**src/rtl/store_buffer_unit_if.sv**
```systemverilog
// Store port bundle between the execute stage, store_buffer_unit and the memory write port.
// The slave modport is the buffer's view; master is the execute/memory side.
interface store_buffer_unit_if #(
  parameter int DATA_W = 16,
  parameter int ADDR_W = 16,
  parameter int BUS_W  = 128,
  parameter int DEPTH  = 4
);
  localparam int LANES = BUS_W / DATA_W;
  localparam int CW    = $clog2(DEPTH + 1);

  logic              StartIn;
  logic [DATA_W-1:0] ResultIn;
  logic [ADDR_W-1:0] StoreAddressIn;
  logic              WriteReady;
  logic [BUS_W-1:0]  WriteBus;
  logic [ADDR_W-1:0] WriteAddress;
  logic              WriteEnable;
  logic [LANES-1:0]  WriteMask;
  logic              StallOut;
  logic              Overflow;
  logic [CW-1:0]     Count;
  logic              done;

  modport slave (
    input  StartIn, ResultIn, StoreAddressIn, WriteReady,
    output WriteBus, WriteAddress, WriteEnable, WriteMask,
           StallOut, Overflow, Count, done
  );

  modport master (
    output StartIn, ResultIn, StoreAddressIn, WriteReady,
    input  WriteBus, WriteAddress, WriteEnable, WriteMask,
           StallOut, Overflow, Count, done
  );
endinterface

```
**src/rtl/store_buffer_unit.sv**
```systemverilog
// Write-back store buffer: queues (result, address) requests and presents them in order
// on a registered memory write port, zero-extended or lane-aligned onto the wide bus.
module store_buffer_unit #(
  parameter int DATA_W    = 16,
  parameter int ADDR_W    = 16,
  parameter int BUS_W     = 128,
  parameter int DEPTH     = 4,
  parameter int LANE_MODE = 0
) (
  input  logic                clock,
  input  logic                reset_n,
  store_buffer_unit_if.slave  bus
);
  localparam int LANES = BUS_W / DATA_W;
  localparam int LW    = (LANES > 1) ? $clog2(LANES) : 0;
  localparam int LWS   = (LW > 0) ? LW : 1;
  localparam int CW    = $clog2(DEPTH + 1);
  localparam int FD    = (DEPTH > 1) ? DEPTH - 1 : 1;
  localparam int PW    = (FD > 1) ? $clog2(FD) : 1;
  localparam logic [CW-1:0] DEPTH_C  = CW'(DEPTH);
  localparam logic [PW-1:0] LAST_PTR = PW'(FD - 1);

  typedef enum logic {IDLE, SEND} state_t;

  state_t            state_q;
  logic [CW-1:0]     cnt_q, cnt_d;
  logic [CW-1:0]     fifoCnt_q, fifoCnt_d;
  logic [PW-1:0]     rdPtr_q, wrPtr_q;
  logic [DATA_W-1:0] fifoData_q [FD];
  logic [ADDR_W-1:0] fifoAddr_q [FD];
  logic [BUS_W-1:0]  wbus_q;
  logic [ADDR_W-1:0] waddr_q;
  logic [LANES-1:0]  wmask_q;
  logic              stall_q, ovf_q, done_q;

  logic              accept, complete, fifoEmpty, loadFifo, loadBypass, push;
  logic [DATA_W-1:0] srcData;
  logic [ADDR_W-1:0] srcAddr;
  logic [BUS_W-1:0]  srcBus;
  logic [LANES-1:0]  srcMask;
  int                srcLane;

  function automatic logic [PW-1:0] nextPtr(input logic [PW-1:0] p);
    return (p == LAST_PTR) ? '0 : p + 1'b1;
  endfunction

  // Lane selection uses only the low address bits; zero-extend mode always targets lane 0.
  function automatic int laneOf(input logic [ADDR_W-1:0] a);
    if (LANE_MODE != 0 && LANES > 1) return int'(a[LWS-1:0]);
    return 0;
  endfunction

  assign accept     = bus.StartIn && (cnt_q < DEPTH_C);
  assign complete   = (state_q == SEND) && bus.WriteReady;
  assign fifoEmpty  = (fifoCnt_q == '0);
  assign loadFifo   = complete && !fifoEmpty;
  assign loadBypass = accept && ((state_q == IDLE) || (complete && fifoEmpty));
  assign push       = accept && !loadBypass;
  assign cnt_d      = cnt_q + CW'(accept) - CW'(complete);
  assign fifoCnt_d  = fifoCnt_q + CW'(push) - CW'(loadFifo);

  always_comb begin
    srcData = bus.ResultIn;
    srcAddr = bus.StoreAddressIn;
    srcBus  = '0;
    srcMask = '0;
    if (loadFifo) begin
      srcData = fifoData_q[rdPtr_q];
      srcAddr = fifoAddr_q[rdPtr_q];
    end
    srcLane = laneOf(srcAddr);
    for (int l = 0; l < LANES; l++) begin
      if (l == srcLane) begin
        srcBus[l*DATA_W +: DATA_W] = srcData;
        srcMask[l] = 1'b1;
      end
    end
  end

  // FIFO head always wins over a bypass so writes leave in acceptance order.
  always_ff @(posedge clock or negedge reset_n) begin
    if (!reset_n) begin
      state_q   <= IDLE;
      cnt_q     <= '0;
      fifoCnt_q <= '0;
      rdPtr_q   <= '0;
      wrPtr_q   <= '0;
      wbus_q    <= '0;
      waddr_q   <= '0;
      wmask_q   <= '0;
      stall_q   <= 1'b0;
      ovf_q     <= 1'b0;
      done_q    <= 1'b1;
      for (int i = 0; i < FD; i++) begin
        fifoData_q[i] <= '0;
        fifoAddr_q[i] <= '0;
      end
    end else begin
      if (loadFifo || loadBypass) begin
        state_q <= SEND;
        wbus_q  <= srcBus;
        waddr_q <= srcAddr;
        wmask_q <= srcMask;
      end else if (complete) begin
        state_q <= IDLE;
        wbus_q  <= '0;
        waddr_q <= '0;
        wmask_q <= '0;
      end
      if (push) begin
        fifoData_q[wrPtr_q] <= bus.ResultIn;
        fifoAddr_q[wrPtr_q] <= bus.StoreAddressIn;
        wrPtr_q             <= nextPtr(wrPtr_q);
      end
      if (loadFifo) begin
        rdPtr_q <= nextPtr(rdPtr_q);
      end
      fifoCnt_q <= fifoCnt_d;
      cnt_q     <= cnt_d;
      stall_q   <= (cnt_d == DEPTH_C);
      done_q    <= (cnt_d == '0);
      if (bus.StartIn && (cnt_q == DEPTH_C)) begin
        ovf_q <= 1'b1;
      end
    end
  end

  assign bus.WriteEnable  = (state_q == SEND);
  assign bus.WriteBus     = wbus_q;
  assign bus.WriteAddress = waddr_q;
  assign bus.WriteMask    = wmask_q;
  assign bus.StallOut     = stall_q;
  assign bus.Overflow     = ovf_q;
  assign bus.Count        = cnt_q;
  assign bus.done         = done_q;
endmodule
```
**src/flat_wrapper.sv**
```systemverilog
// flat-port wrapper written by rule: the top's interface ports become plain ports
module store_buffer_unit_flat 
#(
  parameter int DATA_W    = 16,
  parameter int ADDR_W    = 16,
  parameter int BUS_W     = 128,
  parameter int DEPTH     = 4,
  parameter int LANE_MODE = 0
)
  (clock, reset_n, bus_StartIn, bus_ResultIn, bus_StoreAddressIn, bus_WriteReady, bus_WriteBus, bus_WriteAddress, bus_WriteEnable, bus_WriteMask, bus_StallOut, bus_Overflow, bus_Count, bus_done);
  store_buffer_unit_if #(.DATA_W(DATA_W), .ADDR_W(ADDR_W), .BUS_W(BUS_W), .DEPTH(DEPTH)) bus_i ();
  input  logic clock;
  input  logic reset_n;
  input wire logic [$bits(bus_i.StartIn)-1:0] bus_StartIn;
  input wire logic [$bits(bus_i.ResultIn)-1:0] bus_ResultIn;
  input wire logic [$bits(bus_i.StoreAddressIn)-1:0] bus_StoreAddressIn;
  input wire logic [$bits(bus_i.WriteReady)-1:0] bus_WriteReady;
  output wire logic [$bits(bus_i.WriteBus)-1:0] bus_WriteBus;
  output wire logic [$bits(bus_i.WriteAddress)-1:0] bus_WriteAddress;
  output wire logic [$bits(bus_i.WriteEnable)-1:0] bus_WriteEnable;
  output wire logic [$bits(bus_i.WriteMask)-1:0] bus_WriteMask;
  output wire logic [$bits(bus_i.StallOut)-1:0] bus_StallOut;
  output wire logic [$bits(bus_i.Overflow)-1:0] bus_Overflow;
  output wire logic [$bits(bus_i.Count)-1:0] bus_Count;
  output wire logic [$bits(bus_i.done)-1:0] bus_done;
  assign bus_i.StartIn = bus_StartIn;
  assign bus_i.ResultIn = bus_ResultIn;
  assign bus_i.StoreAddressIn = bus_StoreAddressIn;
  assign bus_i.WriteReady = bus_WriteReady;
  assign bus_WriteBus = bus_i.WriteBus;
  assign bus_WriteAddress = bus_i.WriteAddress;
  assign bus_WriteEnable = bus_i.WriteEnable;
  assign bus_WriteMask = bus_i.WriteMask;
  assign bus_StallOut = bus_i.StallOut;
  assign bus_Overflow = bus_i.Overflow;
  assign bus_Count = bus_i.Count;
  assign bus_done = bus_i.done;
  store_buffer_unit #(.DATA_W(DATA_W), .ADDR_W(ADDR_W), .BUS_W(BUS_W), .DEPTH(DEPTH), .LANE_MODE(LANE_MODE)) u_core (.clock(clock), .reset_n(reset_n), .bus(bus_i));
endmodule
```
**config.mk**
```make
export PLATFORM = sky130hd
export DESIGN_NAME = store_buffer_unit_flat
export DESIGN_NICKNAME = d
export VERILOG_FILES = /design/src/rtl/store_buffer_unit_if.sv /design/src/rtl/store_buffer_unit.sv /design/src/flat_wrapper.sv
export SDC_FILE = /design/constraint.sdc
export NUM_CORES = 1
export LEC_CHECK = 0
export BUFFER_PORTS_ARGS = -buffer_cell sky130_fd_sc_hd__buf_4
export CAP_MARGIN = 20
export CORE_MARGIN = 2
export CORE_UTILIZATION = 24
export CTS_CLUSTER_DIAMETER = 80
export DETAILED_ROUTE_END_ITERATION = 8
export PLACE_DENSITY = 0.47
export SYNTH_ARGS = -nofsm -noshare
export SYNTH_HDL_FRONTEND = slang
export SYNTH_SLANG_ARGS = --single-unit
```
**constraint.sdc**
```tcl
create_clock -name clock -period 6.4 [get_ports clock]
set_input_delay 1.28 -clock clock [delete_from_list [all_inputs] [get_ports clock]]
set_output_delay 1.28 -clock clock [all_outputs]
set_load 0.02 [all_outputs]
```
==> impl_metrics.tcl <==
set metrics [dict create \
    drt-total-wl_mm 16.99 \
    final_cell_area_um2 8636 \
    vias_per_cell 4.105 \
    clkTransAtPathRegs_ns 0.06 \
    synth_edf_count 0 \
    io_buffers 75 \
    critPathMaxStageDelay_ns 0.56 \
    rsz0062_at_grt "false" \
    tightest_slew_ns 0.9586 \
    first_global_vias 4542 \
    power_density_nw_per_um2 507.6 \
    ioPinCount 195 \
    setup_violations 0 \
    antenna_left 0 \
    syn_area_um2 7440 \
    hold_start "u_core.bus.Overflow" \
    slew_headroom_pct 36.09 \
    hold_path_class "register to register" \
    drtIter0Drc 233 \
    worstPathRequired_ns 6.70 \
    drcViolationCount 0 \
    vias 4421 \
    end_kind "register" \
    status "finished clean" \
    critPathArrivalTime_ns 3.01 \
    startpoint_type "primary input" \
    total_power_mw 4.383 \
    grt_overflow 0 \
    rrSetupSlack_ns 3.94 \
    drv_cap 0 \
    drive_gt1_share_pct 22.91 \
    period_share_pct 42.26 \
    wl_per_cell_um 15.78 \
    final_common_cell "dfrtp_1" \
    power_leakage_nw 4.032 \
    crit_type "primary input to register" \
    cp_slowest_cell "buf_4" \
    cts.sinks 142 \
    cts_made_buffers 17 \
    die_area_um2 32420 \
    rr_endpoint "u_core.bus.WriteBus[10]" \
    hold_viol 0 \
    layout.nets 709 \
    post-dp-hpwl_mm 10.10 \
    core_area_um2 30590 \
    crit_top_cell "buf_4" \
    syn_area_per_cell_um2 12.34 \
    fin_cells 1077 \
    ctsHoldBuffers 0 \
    final_max_slew_viol_count 0 \
    timing.rr.start "u_core.rdPtr_q[0]" \
    die_w_um 180.1 \
    ir_worst_vdd_mv 0.2223 \
    fin_setup_tns_ns 0 \
    dr.pass1.iters 4 \
    seq_area_um2 3557 \
    syn_to_final_growth_pct 16.08 \
    clock_latency_ns 0.42 \
    yosysSeqAreaShare_pct 47.78 \
    clock_skew_ns 0.006238 \
    path_max_fanout 33 \
    synth-main-ff-cell "dfrtp_1" \
    worstHoldPathCells 1 \
    track_usage_pct 10.66 \
    fin_crit_ns 2.704 \
    dpl.cell_count 1044 \
    htree_levels 4 \
    holdPathEnd "u_core.bus.Overflow" \
    cts-root-buf "clkbuf_16" \
    yosysUniqueCellTypes 37 \
    crit_chain "buf_4, nor4b_4, or4_2, buf_4, mux2_1" \
    final_cell_mix "dfrtp_1 (139), conb_1 (119), buf_4 (81), mux2_1 (67), inv_1 (42)" \
    grt_first_pass_wirelength_mm 26.88 \
    async_reset_ff_share_pct 100.0 \
    synth-warning-count 0 \
    netlist_instances 603 \
    cts_setup_buffers 0 \
    antenna_found_initial 0 \
    cts_tree "done" \
    start_util_pct 24.32 \
    grt_max_degree 78 \
    reg2reg_depth 3 \
    gp_congestion 0.6649 \
    placed_area_um2 7963 \
    ys_seq_elements 142 \
    die_h_um 180.1 \
    diodes 0 \
    std_cell_rows 64 \
    fmax_ghz 0.3698 \
    n_fill_cell 3170 \
    clockBufferDepth 2 \
    cts_resized 0 \
    multi_input_area_um2 3133 \
]
## how the worst max path moves through the flow
stage | from | endpoint | slack (ns)
2_1_floorplan | bus_WriteReady | u_core.fifoCnt_q[2] | 3.54
3_3_place_gp | bus_StartIn | u_core.fifoData_q[22] | 2.81
3_5_place_dp | bus_StartIn | u_core.fifoData_q[21] | 2.75
4_1_cts | bus_StartIn | u_core.fifoAddr_q[22] | 3.19
5_1_grt | bus_WriteReady | u_core.fifoAddr_q[32] | 3.59
6_report | bus_WriteReady | u_core.fifoAddr_q[32] | 3.70
## routing by layer
layer | share of wire, % | global-route usage (%) | routed length, µm
met1 | 49 | 14.64 | 8354
met2 | 44 | 16.52 | 7538
met3 | 5.4 | 2.728 | 911
met4 | 1.1 | 3.194 | 187
met5 | 0 | 0 | 0
## cell type report
class / instances / share of cell area [%]
Clock buffer: 17 / 4.926
Inverter: 42 / 1.826
Clock inverter: 15 / 2.695
Tap cell: 396 / 5.737
Multi-Input combinational cell: 382 / 36.28
Timing Repair Buffer: 83 / 7.346
Sequential cell: 142 / 41.19
## worst max-delay path, delay by kind of cell
kind	cells	cell delay [ns]
buf+inv	2	0.67
simple gates	2	0.66
mux	1	0.38
## kinds of logic after synthesis
family	after synthesis	synth area share, %
AOI/OAI and AO/OA	74	9.099
adders and majority gates	5	1.043
xor gates and xnor gates	4	0.4710
and+or+nand+nor	52	4.793
other	1	0.05041
DFF	142	47.78
buffers and inverters	197	16.46
muxes	128	20.30
## per-stage QoR
step	hold WS, ns	util (%)	worst slack [ns]
after CTS	0.4786	28.18	3.190
final	0.4698	28.23	3.696
after global placement	0.4641	26.03	2.813
after global routing	0.4948	28.23	3.593
after floorplan	0.4578	-	3.537
after detailed placement	0.4591	26.03	2.752
## report_power, final
group	internal, mW	switching (mW)	leakage, nW
logic	0.781	0.844	2.00
clock network	0.697	0.409	0.307
registers	1.35	0.304	1.72
total	2.83	1.56	4.03
## flip-flops by register name, indices dropped and copies added (netlist names)
signal,cells
u_core.fifoCnt_q,3
u_core.bus.WriteBus,16
u_core.bus.WriteAddress,16
u_core.bus.Count,3
u_core.fifoData_q,48
u_core.wrPtr_q,2
u_core.rdPtr_q,2
u_core.bus.StallOut,1
u_core.bus.done,1
u_core.bus.WriteMask,1
u_core.bus.Overflow,1
u_core.fifoAddr_q,48
## synth_stat cells (3+ instances only)
cell type	instances	area, µm²
dfrtp_1	141	3528
buf_4	120	900.9
mux2_1	67	754.5
inv_1	42	157.7
nand2b_1	35	219.0
a32o_1	32	320.3
mux2i_1	32	320.3
o221ai_1	32	280.3
mux2_4	29	435.4
clkbuf_1	21	78.83
buf_2	10	50.05
nand2_1	4	15.01
o21ai_0	4	20.02
buf_6	3	33.78
ha_1	3	37.54
xnor2_1	3	26.28
No activity file was read; power rests on OpenSTA's default activity.
